## config.mk

```make
export PLATFORM = sky130hd
export DESIGN_NAME = synchronous_fifo_reader
export DESIGN_NICKNAME = d
export VERILOG_FILES = /design/src/rtl/synchronous_fifo_reader_pkg.sv /design/src/rtl/synchronous_fifo_reader_stream_skid_buffer.sv /design/src/rtl/synchronous_fifo_reader.sv
export SDC_FILE = /design/constraint.sdc
export NUM_CORES = 1
export LEC_CHECK = 0
export BUFFER_PORTS_ARGS = -buffer_cell sky130_fd_sc_hd__buf_4
export CORE_MARGIN = 10
export CORE_UTILIZATION = 35
export CTS_BUF_LIST = sky130_fd_sc_hd__clkbuf_8
export DETAILED_ROUTE_END_ITERATION = 8
export PLACE_DENSITY_LB_ADDON = 0.08
export SYNTH_ARGS = -nofsm -noshare
export SYNTH_HDL_FRONTEND = slang
export SYNTH_SLANG_ARGS = --single-unit
```

## constraint.sdc

```tcl
create_clock -name clock -period 4.1 [get_ports clock]
set_clock_uncertainty 0.2 [all_clocks]
set_input_delay 0.41 -clock clock [delete_from_list [all_inputs] [get_ports clock]]
set_output_delay 0.41 -clock clock [all_outputs]
set_load 0.005 [all_outputs]
```

## src/rtl/synchronous_fifo_reader_pkg.sv

```systemverilog
// Shared types and sizing for the FIFO read-side stream adapter.
package synchronous_fifo_reader_package;

    typedef enum logic [1:0] {
        IDLE  = 2'd0,
        RUN   = 2'd1,
        DRAIN = 2'd2
    } state_t;

    localparam int BUFFER_DEPTH = 2;

endpackage

```

## src/rtl/synchronous_fifo_reader_stream_skid_buffer.sv

```systemverilog
// Two-entry in-order word buffer: captures returning FIFO words at the tail, presents the head.
module stream_skid_buffer
    import synchronous_fifo_reader_package::*;
#(
    parameter int DATA_WIDTH = 16
) (
    input  logic                  clock,
    input  logic                  reset,
    input  logic                  capture,
    input  logic [DATA_WIDTH-1:0] capture_data,
    input  logic                  pop,
    output logic [DATA_WIDTH-1:0] head_data,
    output logic                  head_valid,
    output logic [1:0]            count
);

    logic [DATA_WIDTH-1:0] head;
    logic [DATA_WIDTH-1:0] tail;

    always_ff @(posedge clock) begin
        if (reset) begin
            head  <= '0;
            tail  <= '0;
            count <= 2'd0;
        end else begin
            case ({capture, pop})
                2'b10: begin
                    if (count == 2'd0) head <= capture_data;
                    else               tail <= capture_data;
                    count <= count + 2'd1;
                end
                2'b01: begin
                    head  <= tail;
                    count <= count - 2'd1;
                end
                // Capture and pop together: occupancy unchanged, words shift toward the head.
                2'b11: begin
                    if (count == 2'd1) begin
                        head <= capture_data;
                    end else begin
                        head <= tail;
                        tail <= capture_data;
                    end
                end
                default: begin
                end
            endcase
        end
    end

    assign head_data  = head;
    assign head_valid = (count != 2'd0);

endmodule

```

## src/rtl/synchronous_fifo_reader.sv

```systemverilog
// Drains a registered-read synchronous FIFO into a ready/valid stream with enable/drain control.
module synchronous_fifo_reader
    import synchronous_fifo_reader_package::*;
#(
    parameter int DATA_WIDTH  = 16,
    parameter int COUNT_WIDTH = 32
) (
    input  logic                   clock,
    input  logic                   reset,
    input  logic                   enable,
    input  logic                   fifo_empty,
    input  logic [DATA_WIDTH-1:0]  fifo_read_data,
    input  logic                   fifo_read_data_valid,
    output logic                   fifo_read_enable,
    output logic [DATA_WIDTH-1:0]  m_data,
    output logic                   m_valid,
    input  logic                   m_ready,
    output logic                   busy,
    output logic [COUNT_WIDTH-1:0] word_count,
    output logic [1:0]             debug_state
);

    // Stream handshake: a word transfers on the rising clock edge where m_valid && m_ready;
    // once m_valid is high it stays high and m_data stays stable until that transfer.

    state_t     state;
    state_t     state_next;
    logic       in_flight;
    logic       pop;
    logic       capture;
    logic [1:0] count;
    logic [2:0] occupancy;

    assign pop       = m_valid && m_ready;
    assign capture   = in_flight && fifo_read_data_valid;
    // Words held or owed after this cycle's pop; a new read must keep this below the buffer depth.
    assign occupancy = {1'b0, count} + {2'b00, in_flight} - {2'b00, pop};

    always_comb begin
        state_next       = state;
        fifo_read_enable = 1'b0;
        case (state)
            IDLE: begin
                if (enable) state_next = RUN;
            end
            RUN: begin
                fifo_read_enable = enable && !fifo_empty && (occupancy < 3'(BUFFER_DEPTH));
                if (!enable) state_next = DRAIN;
            end
            DRAIN: begin
                if (enable) begin
                    state_next = RUN;
                end else if (!in_flight && ((count == 2'd0) || ((count == 2'd1) && pop))) begin
                    state_next = IDLE;
                end
            end
            default: state_next = IDLE;
        endcase
    end

    always_ff @(posedge clock) begin
        if (reset) begin
            state      <= IDLE;
            in_flight  <= 1'b0;
            word_count <= '0;
        end else begin
            state     <= state_next;
            in_flight <= fifo_read_enable;
            if (pop) word_count <= word_count + 1'b1;
        end
    end

    stream_skid_buffer #(
        .DATA_WIDTH (DATA_WIDTH)
    ) u_skid (
        .clock        (clock),
        .reset        (reset),
        .capture      (capture),
        .capture_data (fifo_read_data),
        .pop          (pop),
        .head_data    (m_data),
        .head_valid   (m_valid),
        .count        (count)
    );

    assign busy        = (state != IDLE);
    assign debug_state = state;

endmodule

```

==> metrics.md <==
| Metric | Value |
|---|---|
| Util after Layout | 45.59% |
| Final std cells w/o fill | 532 |
| R2R setup slack | 1.29 ns |
| YS warnings | 0 |
| Fraction of power consumed by the clock network | between 30% and 40% |
| IO buf count | 74 |
| Synth Area per Inst | about 9 um^2 |
| Synth top area cells | dfxtp_1, nor2_1, mux2i_1 |
| Initial antenna violation count | 0 |
| Unrepaired setup endpoints after global routing | no |
| CTS Buf Count | 9 |
| Asr flop ratio synth | 0% |
| Mean routed wirelength per cell | 15.22 um |
| Post-Syn Nets | approximately 380 |
| Internal power | about 1300 uW |
| Beginning of the worst register-to-register path | u_skid.count[1] |
| Post-synth EDFFs | 0 |
| Post-CTS sizing | 0 |
| Worst min path class | in2reg |
| TNS Setup | 0 ns |
| IO Pins | 75 |
| Area growth syn-to-layout | 26.36% |
| Final setup viols | 0 |
| CTS sink cnt | 69 |
| Setup repair bufs after CTS | 0 |
| WS Path Type | reg2out |
| Top cell type's share of synthesized area | 43.69% |
| R2r endpoint | u_skid.head_data[13] |
| HPWL after detailed placement | 5522 um |
| Worst endpoint required time | ~3.5 ns |
| First-pass GRT wire length | roughly 13000 um |
| CP Capture Type | output pin |
| Die area | approximately 13000 um^2 |
| Final Hold Viols | 0 |
| Critical Path Start Type | register |
| Worst setup path endpoint | fifo_read_enable |
| Outcome | finished, final reports clean |
| Sequential area share after synthesis | 43.69% |
| CTS hold repair buffers | 0 |
| Cells after Synth | 352 |
| Final WL | 8099 um |
| Netlist Area Pre-Place | between 3000 and 4000 um^2 |
| P_sw | 561.3 uW |
| CTS tree | yes |
| Fin area | 3995 um^2 |
| Max-slew violation count | 0 |
| P_leak | 0.001636 uW |
| Remaining Overflow, GRT | 0 |
| Fill count | 879 |
| Worst Tran Pin Value | 0.7564 ns |
| Minimum clock period | around 3.4 ns |
| Share of post-route cells with drive strength above 1 | 23.82% |
| Netlist cell types | 41 |
| Crit path launch | u_skid.count[1] |
| Critical Path AT | 2.81 ns |
| DR vias | ~2800 |
| Site row count | 34 |
| Highest clock rate | 292.4 MHz |
| Fin worst setup slack | 0.6802 ns |
| Yosys reg bits | 69 |
| Main flop type after synthesis | dfxtp_1 |
| Placed cells | 516 |
| Reg power frac | roughly 44% |
| Vias in the first global route | about 2700 |
| Switching Share | 30.90% |
| Vias per inst | ~5.2 |
| Post-synth top area cell | dfxtp_1 |
| Clk Latency, worst-skew pair | 0.34 ns |
| Initial core utilization | 36.08% |
| Pre-CTS setup slack | 1.037 ns |
| Combinational fraction of design power | 25.6% |
| Worst slew margin | 49.57% |
| Die height | 115.0 um |
| Max-Cap Viols | 0 |
| Worst-path fanout max | 8 |
| Post-DP Area | 3796 um^2 |
| Number of DRC markers in iteration 0 | approximately 110 |
| Largest net degree at the start of global routing | 73 |
| Nets | 449 |
| Clock buffer depth | 2 |
| Pwr Density | 454.6 nW/um^2 |
| Core region area | 8763 um^2 |
| Overall routing resource usage | 12.25% |
| DR DRC count | 0 |
| Peak supply drop | 0.0002350 V |
| Gpl congestion | 0.7260 |
| Diode count | 0 |
| Root Buffer | clkbuf_8 |
| CTS H-tree lvls | 3 |
| Final worst path period share | a little over four fifths |
| Horiz. Die Dim | 115.0 um |
| FF-to-FF path depth | 9 |
| Drt pass-1 iters | 4 |
| Clk pin slew, worst setup/hold paths | ~0.080 ns |
| Remaining antenna violation count | 0 |
[synthesized netlist by cell type, drive strengths merged (7+ instances only)]
cell    instances
o31ai          13
a22oi          16
nand3           8
xor2            8
a21oi          19
nand2          18
a211oi         19
nand4          11
clkbuf         16
nor2           48
or4            15
ha              7
mux2i          16
dfxtp          69
inv             9
[placed cells by master (no fill, tap or decap), types with 4 or more instances in the layout]
| cell | Yosys | routed |
|---|---|---|
| dfxtp_1 | 69 | 69 |
| xor2_1 | 8 | 8 |
| or3_1 | 5 | 5 |
| nor2_1 | 48 | 48 |
| nor2b_1 | 5 | 5 |
| a22oi_1 | 16 | 16 |
| nand4_1 | 11 | 11 |
| nor3_1 | 4 | 4 |
| ha_1 | 7 | 7 |
| nor4_1 | 6 | 6 |
| a211oi_1 | 19 | 19 |
| nand2_1 | 18 | 18 |
| clkbuf_8 | 0 | 9 |
| o31ai_1 | 13 | 13 |
| xnor2_1 | 6 | 6 |
| and4_1 | 6 | 6 |
| a21oi_1 | 19 | 19 |
| mux2i_1 | 16 | 16 |
| o21ai_0 | 4 | 4 |
| nand3_1 | 8 | 8 |
| or4_1 | 14 | 14 |
| inv_1 | 8 | 8 |
| buf_4 | 0 | 77 |
[final cells by class]
class                   instances  area [um^2]  share of cell area [%]
clock buffers                   9        123.9                   3.101
clock inverters                 7        75.07                   1.879
inverters                       9        33.78                  0.8456
multi-input cells             253         1668                   41.75
flip-flops and latches         69         1381                   34.58
well taps                     108        135.1                   3.382
repair buffers                 77        578.1                   14.47
[through the flow]
step	hold slack [ns]	total power, uW
2_1_floorplan	0.2643	1083
3_3_place_gp	0.2730	1276
3_5_place_dp	0.2777	1282
4_1_cts	0.02657	1855
5_1_grt	0.03227	1944
6_report	0.05497	1816
[flip-flops by register name (all words and copies together) (netlist names)]
signal,cells
debug_state,2
in_flight,1
u_skid.count,2
u_skid.head_data,16
u_skid.tail,16
word_count,32
[critical path, cell delays in order, from the launching register on]
cell and delay [ns]:
dfxtp_1 0.40, inv_1 0.10, ha_1 0.26, or2b_1 0.31, inv_2 0.15, ha_1 0.25
nand2b_1 0.15, fa_1 0.48, nand3b_1 0.09, nor3_1 0.15, buf_4 0.14
[power groups by stage]
stage | logic [uW] | clock network, uW | registers (uW)
2_1_floorplan | 278 | 0 | 804
3_3_place_gp | 468 | 0 | 807
3_5_place_dp | 476 | 0 | 806
4_1_cts | 477 | 585 | 792
5_1_grt | 529 | 613 | 802
6_report | 466 | 560 | 790
[how the worst min path moves through the flow]
stage | start | end | depth (start not counted)
after global placement | word_count[31] | word_count[31] | 2
after detailed placement | word_count[31] | word_count[31] | 2
final | enable | debug_state[1] | 2
after global routing | enable | debug_state[1] | 2
after CTS | enable | debug_state[1] | 2
after floorplan | u_skid.tail[0] | u_skid.tail[0] | 2
[layer usage]
| metal | global-route usage [%] | part of all wire [%] |
|---|---|---|
| met5 | 0 | 0 |
| met4 | 4.208 | 1.2 |
| met3 | 4.271 | 6.0 |
| met2 | 20.01 | 47 |
| met1 | 14.63 | 45 |
[kinds of logic after synthesis]
family	count (synthesis)	synth area share, %
simple gates	137	23.31
compound gates	75	15.91
flops	69	43.69
buf+inv	30	3.680
mux	19	6.134
xor+xnor	14	3.878
fa+ha+maj	8	3.403
Power figures use the tool's default switching activity.
